<file path="src/rtl/div_unit.sv">
`default_nettype none
// ============================================================================
// Module      : div_unit
// Description : Iterative radix-2 restoring divider for RV32M
//               DIV/DIVU/REM/REMU. Holds the front of the pipeline via a
//               combinational stall while a divide is in flight.
//               Divide-by-zero and signed overflow complete in one cycle.
// Revision    : 1.0 - initial release
// ============================================================================
module div_unit #(
    parameter int WIDTH = 32
) (
    input  logic             clk,
    input  logic             reset,
    input  logic             start,
    input  logic [1:0]       op,
    input  logic [WIDTH-1:0] a,
    input  logic [WIDTH-1:0] b,
    input  logic             flush,
    output logic             stall,
    output logic             done,
    output logic [WIDTH-1:0] result
);

    localparam int               c_CW       = $clog2(WIDTH + 1);
    localparam logic [c_CW-1:0]  c_CNT_INIT = c_CW'(WIDTH);
    localparam logic [c_CW-1:0]  c_CNT_ONE  = c_CW'(1);
    localparam logic [WIDTH-1:0] c_MIN      = {1'b1, {(WIDTH-1){1'b0}}};

    localparam logic [1:0] c_IDLE = 2'd0;
    localparam logic [1:0] c_CALC = 2'd1;
    localparam logic [1:0] c_DONE = 2'd2;

    logic [1:0]       r_state;
    logic [1:0]       w_next_state;
    logic             r_is_rem;
    logic             r_neg_q;
    logic             r_neg_r;
    logic [WIDTH-1:0] r_quo;      // dividend bits shift out, quotient bits shift in
    logic [WIDTH-1:0] r_dvs;
    logic [WIDTH-1:0] r_rem;
    logic [c_CW-1:0]  r_cnt;
    logic [WIDTH-1:0] r_result;

    // Operand preparation on the accept cycle
    logic             w_accept;
    logic             w_signed;
    logic             w_a_neg;
    logic             w_b_neg;
    logic [WIDTH-1:0] w_a_mag;
    logic [WIDTH-1:0] w_b_mag;
    logic             w_div0;
    logic             w_ovf;
    logic             w_fast;
    logic [WIDTH-1:0] w_fast_res;

    assign w_accept   = (r_state == c_IDLE) && start && !flush;
    assign w_signed   = ~op[0];
    assign w_a_neg    = w_signed & a[WIDTH-1];
    assign w_b_neg    = w_signed & b[WIDTH-1];
    assign w_a_mag    = w_a_neg ? -a : a;
    assign w_b_mag    = w_b_neg ? -b : b;
    assign w_div0     = (b == '0);
    assign w_ovf      = w_signed && (a == c_MIN) && (&b);
    assign w_fast     = w_div0 | w_ovf;
    // b==0: q=all ones, r=a. Overflow: q=a (most negative), r=0.
    assign w_fast_res = w_div0 ? (op[1] ? a : '1) : (op[1] ? '0 : a);

    // One restoring step: shift {rem, dividend} left and trial-subtract
    logic [WIDTH:0]   w_trial;
    logic             w_qbit;
    logic [WIDTH-1:0] w_rem_nxt;
    logic [WIDTH-1:0] w_quo_nxt;
    logic             w_last;
    logic [WIDTH-1:0] w_calc_res;

    assign w_trial    = {r_rem, r_quo[WIDTH-1]} - {1'b0, r_dvs};
    assign w_qbit     = ~w_trial[WIDTH];
    assign w_rem_nxt  = w_qbit ? w_trial[WIDTH-1:0] : {r_rem[WIDTH-2:0], r_quo[WIDTH-1]};
    assign w_quo_nxt  = {r_quo[WIDTH-2:0], w_qbit};
    assign w_last     = (r_cnt == c_CNT_ONE);
    // Truncating division: quotient sign from operand signs, remainder from dividend
    assign w_calc_res = r_is_rem ? (r_neg_r ? -w_rem_nxt : w_rem_nxt)
                                 : (r_neg_q ? -w_quo_nxt : w_quo_nxt);

    assign stall  = w_accept || (r_state == c_CALC);
    assign done   = (r_state == c_DONE);
    assign result = r_result;

    // State register
    always_ff @(posedge clk) begin
        if (reset) begin
            r_state <= c_IDLE;
        end else begin
            r_state <= w_next_state;
        end
    end

    // Next-state logic; flush wins over start and over completion
    always_comb begin
        w_next_state = r_state;
        case (r_state)
            c_IDLE: begin
                if (w_accept) begin
                    w_next_state = w_fast ? c_DONE : c_CALC;
                end
            end
            c_CALC: begin
                if (flush) begin
                    w_next_state = c_IDLE;
                end else if (w_last) begin
                    w_next_state = c_DONE;
                end
            end
            c_DONE:  w_next_state = c_IDLE;
            default: w_next_state = c_IDLE;
        endcase
    end

    // Datapath: latch operands on accept, iterate in CALC, load result on completion
    always_ff @(posedge clk) begin
        if (reset) begin
            r_is_rem <= 1'b0;
            r_neg_q  <= 1'b0;
            r_neg_r  <= 1'b0;
            r_quo    <= '0;
            r_dvs    <= '0;
            r_rem    <= '0;
            r_cnt    <= '0;
            r_result <= '0;
        end else begin
            case (r_state)
                c_IDLE: begin
                    if (w_accept) begin
                        r_is_rem <= op[1];
                        r_neg_q  <= w_a_neg ^ w_b_neg;
                        r_neg_r  <= w_a_neg;
                        r_quo    <= w_a_mag;
                        r_dvs    <= w_b_mag;
                        r_rem    <= '0;
                        r_cnt    <= c_CNT_INIT;
                        if (w_fast) begin
                            r_result <= w_fast_res;
                        end
                    end
                end
                c_CALC: begin
                    if (!flush) begin
                        r_quo <= w_quo_nxt;
                        r_rem <= w_rem_nxt;
                        r_cnt <= r_cnt - c_CNT_ONE;
                        if (w_last) begin
                            r_result <= w_calc_res;
                        end
                    end
                end
                default: ;
            endcase
        end
    end

endmodule
`default_nettype wire
</file>
<file path="config.mk">
export PLATFORM = sky130hd
export DESIGN_NAME = div_unit
export DESIGN_NICKNAME = d
export VERILOG_FILES = /design/src/rtl/div_unit.sv
export SDC_FILE = /design/constraint.sdc
export NUM_CORES = 1
export LEC_CHECK = 0
export BUFFER_PORTS_ARGS = -buffer_cell sky130_fd_sc_hd__buf_2
export CAP_MARGIN = 20
export CORE_ASPECT_RATIO = 1.2
export CORE_MARGIN = 2
export CORE_UTILIZATION = 56
export DETAILED_ROUTE_END_ITERATION = 6
export PLACE_DENSITY = 0.81
export SLEW_MARGIN = 20
export SYNTH_ARGS = -nofsm -noshare
export SYNTH_HDL_FRONTEND = slang
export SYNTH_SLANG_ARGS = --single-unit
export TNS_END_PERCENT = 20
</file>
<file path="constraint.sdc">
create_clock -name clk -period 5.7 [get_ports clk]
set_input_delay 0.855 -clock clk [delete_from_list [all_inputs] [get_ports clk]]
set_output_delay 0.855 -clock clk [all_outputs]
set_load 0.05 [all_outputs]
</file>
==> After elaboration in Yosys (flattened, before gate mapping) <==
Index checks and enable logic that the tools add are counted.
Widths: inputs -> output; s select.
{ "op_classes": {"addsub": 6, "eq_ne": 9, "n_bitwise": 6, "reduce_logical": 14, "muxes": 28} }
{ "ops": {"columns": ["cell", "n"], "rows": [
  ["$mux 32", 17],
  ["$pmux 32 s2", 3],
  ["$neg 32->32", 4],
  ["$sub 33x32->33", 1],
  ["$eq 32x32->1 const B", 1],
  ["$logic_not 32->1", 1],
  ["$reduce_and 32->1", 1],
  ["$mux 6", 2],
  ["$pmux 6 s2", 1],
  ["$mux 2", 4],
  ["$ne 2x2->1 const B", 4],
  ["$eq 6x1->1 const B", 1],
  ["$sub 6x1->6 const B", 1],
  ["$reduce_and 5->1", 1],
  ["$logic_and 1x1->1", 4],
  ["$pmux 2 s2", 1],
  ["$reduce_and 2->1", 2],
  ["$ne 3x3->1 const B", 1],
  ["$reduce_and 3->1", 1],
  ["$and 1x1->1", 2],
  ["$eq 2x1->1 const B", 1],
  ["$eq 2x2->1 const B", 1],
  ["$logic_not 2->1", 1],
  ["$not 1->1", 2],
  ["5 further kinds", 5]
]} }
{ "word_totals": {"output_inout_bits": 34, "reg_bits": 139, "input_bits": 70} }

==> Longest topological paths before layout <==
{ "depth": {"word_depth": 8, "mapped_depth": 23, "depth_no_buf": 20} }

==> Worst setup path before layout <==
Ideal clock, no wire load.
{ "synth_path": {"path_kind": "register to register", "startpoint": "reg r_quo[31]", "endpoint": "reg r_result[24] (netlist: result[24])", "setup_ns": 0.117, "stages_incl_launch_ff": 24, "slack_ns": 0.366, "period_less_slack_ns": 5.334, "arrival_ns": 5.217, "path_cell_list": "dfxtp_1 inv_1 ha_1 fa_1 nand2b_1 a211oi_4 a21oi_4 o211ai_4 a21oi_4 xnor2_4 buf_2 buf_2 buf_1 mux2i_1 inv_1 ha_1 inv_1 or4b_1 nor4b_2 nand4_1 a222oi_1 o21a_1 o21ai_1 a32o_1"} }
{ "synth_between": {"elab_chain_cells": 8} }
{ "synth_rtl": {"columns": ["item", "line", "rtl"], "rows": [
  ["start: declaration", "39", "logic [WIDTH-1:0] r_quo;"],
  ["start signal: assignment", "138", "r_quo <= w_a_mag;"],
  ["start signal: assignment", "149", "r_quo <= w_quo_nxt;"],
  ["$sub 33x32->33", "77", "assign w_trial = {r_rem, r_quo[WIDTH-1]} - {1'b0, r_dvs};"],
  ["$mux 32 or $not 1->1 (tied branches)", "79, 78", null],
  ["$neg 32->32 (on tied branches)", "83, 84", null],
  ["$mux 32 (on tied branches)", "83, 84", null],
  ["$mux 32 (*)", "83", "assign w_calc_res = r_is_rem ? (r_neg_r ? -w_rem_nxt : w_rem_nxt)"],
  ["$mux 32 (*)", "152", "if (w_last) begin"],
  ["$mux 32 (*)", "148", "if (!flush) begin"],
  ["$pmux 32 s2 (*)", "132", "case (r_state)"],
  ["end signal: assignment", "143", "r_result <= w_fast_res;"],
  ["end signal: assignment", "153", "r_result <= w_calc_res;"],
  ["end: declaration", "43", "logic [WIDTH-1:0] r_result;"]
]} }
Mark *: on every way between the ends. The rest lies on a longest branch, timed or not. The select of a mux whose other input is x is not followed.
A chain may end at the register's enable or synchronous reset.

==> Final worst setup path <==
Ends and elaborated chain as after synthesis.

==> run metrics <==
run status complete, no violations; hold-fix buffer count after cts 0; arrival time reported for the critical path endpoint roughly 5600 ps; path depth of the worst reg2reg path 20; DRC errors left 0; Highest Clock Rate ~190 MHz; relative slew slack a little over a third; ratio of cells with drive above 1 in the final layout a little under an eighth; sequential element share of the synthesized area 23.25%; Sw Ratio around a third; net switching power figure between 0.001 and 0.0015 W; via count of the first global-routing pass approximately 12,000; Hold Path Sink result[0]; CTS root buf clkbuf_16; sum of negative setup slack 0 ps; # fillers about 1,900; initial antenna violation count 0; overall routed net length around 38 mm; register-to-register setup slack 440 ps; ant diodes 0; total standard cell area after synthesis ~12,000 um2; most numerous cell in the Yosys netlist nand2_1; Worst Path Required between 6000 and 7000 ps; Nets 1,800; number of setup violations in the final report 0; Critical R2R Launch r_quo[31]; row count 58; worst-margin pin slew 960.5 ps; worst hold stages 2; reported max-cap violation count 0; pin count of the biggest net entering global routing between 90 and 100; wire length of the first global-routing pass slightly above 60 mm; reported leakage power around 5 nW; global-route congestion overflow total 0; FFs w/ async S/R, synth 0%; summed area of non-filler cells in the final layout between 10,000 and 15,000 um2; post-place setup slack ~540 ps; dpl cell area 12,570 um2; worst hold-check path type reg2reg; post-synth cell types 91; proportion of power drawn by flip-flops and latches 35.5%; number of flops mapped to enable cells by yosys 0; H-tree Lvls 4; floorplan core area approximately 21,000 um2; Clk Latency, worst-skew pair between 400 and 500 ps; area growth from synthesis to layout 9.901%; Antenna Violating Nets Remaining 0; PD cells about 230 nW/um2; GP Congestion slightly above 1; part of the total power dissipated in the clock network about 37%; combinational power share a little over a quarter; starting density of the core between 50 and 60%; total of flip-flops plus latches after synthesis between 100 and 150; primary flip-flop cell chosen by synthesis mapping dfxtp_1; floorplan die height ~160 um; crit share post-route slightly above 90%; per-cell via count in the routed design 6.524; Post-Synthesis Net Count around 1,800; Clock Tree Buf Depth 2; endpoints failing hold 0; r2r endpoint result[24]; synthesized area per cell about 7.2 um2; overall global routing resource usage between 30% and 40%; Worst-path clk slew approximately 60 ps; worst-case vdd ir drop ~230 uV; HPWL after DPL about 28 mm; post-synthesis instance total 1,658; Routed WL per cell 19.42 um; setup slack after layout around 440 ps; number of placed instances, taps included about 1,900; DR pass1 iterations 6; count of synthesis-stage warnings from yosys 0; number of buffers created by CTS 17; sinks on the clock net around 140; die area 22,560 um2; die outline width around 140 um; TritonCTS clock tree yes; number of gates given a new drive strength after cts 0; number of cells in the finished layout apart from fillers between 1,500 and 2,000; critical setup path kind reg2reg; PnR Total Power ~0.0030 W; total via count after detailed routing between 10,000 and 15,000; Max Fanout on Critical Path 6; minimum clock period after layout between 5000 and 6000 ps; number of buffers inserted by post-CTS setup repair 0; leading area contributor after synthesis dfxtp_1; initial DRC count 1,438; number of buffers added on ports 103; Final Slew Violations 0; worst-case clock skew ~11 ps; I/O pins between 100 and 150; unrepaired setup endpoints after global routing false; total internal power ~0.0019 W; proportion of netlist area held by the largest area contributor a little under a quarter; most area-consuming cells after synthesis dfxtp_1 23%, nand2_1 6.6%, nor2_1 6.2%; CP startpoint kind register; min-delay src result[0]; commonest cells in the netlist 209 x nand2_1, 197 x nor2_1, 139 x dfxtp_1; Setup crit end kind register
[how the worst max path moves through the flow]
stage | from | end | slack, ps | depth (start not counted)
3_3_place_gp | r_quo[31] | result[27] | 650 | 16
2_1_floorplan | r_quo[31] | result[24] | 370 | 23
4_1_cts | r_quo[31] | result[24] | 510 | 20
6_report | r_quo[31] | result[24] | 440 | 20
3_5_place_dp | r_quo[31] | result[27] | 540 | 16
5_1_grt | r_quo[31] | result[24] | 30 | 20
[sequential cells by signal (all words and copies together), names as in the netlist]
signal    cells
r_state       2
r_dvs        32
r_is_rem      1
r_neg_q       1
result       32
r_cnt         6
r_neg_r       1
r_rem        32
r_quo        32
[power by group through the flow]
stage / clock network [W] / registers [W] / logic, W
global placement: 0 / 0.00108 / 0.000782
finish: 0.00111 / 0.00106 / 0.000817
global route: 0.00116 / 0.00106 / 0.000887
detailed placement: 0 / 0.00108 / 0.000795
floorplan: 0 / 0.00108 / 0.000567
CTS: 0.00111 / 0.00106 / 0.000800
[cell usage in the layout (no fill, tap or decap), drive strengths merged, types with 43 or more instances in the layout]
master,n
nor2,197
dfxtp,139
a21oi,122
xnor2,66
inv,72
buf,120
a22oi,52
nor3,46
o21ai,82
a211oi,43
nand2,210
xor2,55
[per-stage QoR]
| stage | hold slack, ps | utilization, % |
|---|---|---|
| 2_1_floorplan | 431.9 | - |
| 3_3_place_gp | 439.4 | 59.92 |
| 3_5_place_dp | 450.8 | 59.92 |
| 4_1_cts | 459.2 | 62.71 |
| 5_1_grt | 484.3 | 62.71 |
| 6_report | 453.5 | 62.71 |
[worst max-delay path: stages (launching register included)]
cell,delay (ps)
dfxtp_1,360
inv_1,100
ha_1,240
fa_1,400
nand2b_1,210
a211oi_4,410
a21oi_4,140
o211ai_4,240
a21oi_4,110
xnor2_4,260
mux2i_1,170
inv_1,80
ha_1,180
inv_1,110
or4b_1,570
nor4b_2,470
nand4_1,170
a222oi_1,440
o21a_1,160
o21ai_1,70
a32o_1,240
[cells by family after synthesis]
family | Yosys count | share of synthesized area (%)
XOR/XNOR | 121 | 9.012
flip-flops | 139 | 23.25
AO/OA/AOI/OAI | 497 | 28.76
buffers and inverters | 173 | 5.677
multiplexers | 38 | 3.335
AND/OR/NAND/NOR | 650 | 25.72
adder cells (fa/ha/maj) | 40 | 4.245
[layout make-up]
cell class / instances / area [um2] / area share (%)
Timing Repair Buffer: 120 / 645.6 / 4.909
Tap cell: 270 / 337.8 / 2.568
Sequential cell: 139 / 2784 / 21.17
Clock buffer: 20 / 456.7 / 3.472
Multi-Input combinational cell: 1346 / 8553 / 65.03
Inverter: 66 / 247.7 / 1.884
Clock inverter: 12 / 127.6 / 0.9703
[layer usage]
metal  global-route usage, %  part of all wire [%]
met3                   4.660                   7.8
met1                   43.06                    40
met5                       0                     0
met2                   57.53                    47
met4                   16.68                   5.1
Power figures use the tool's default switching activity.
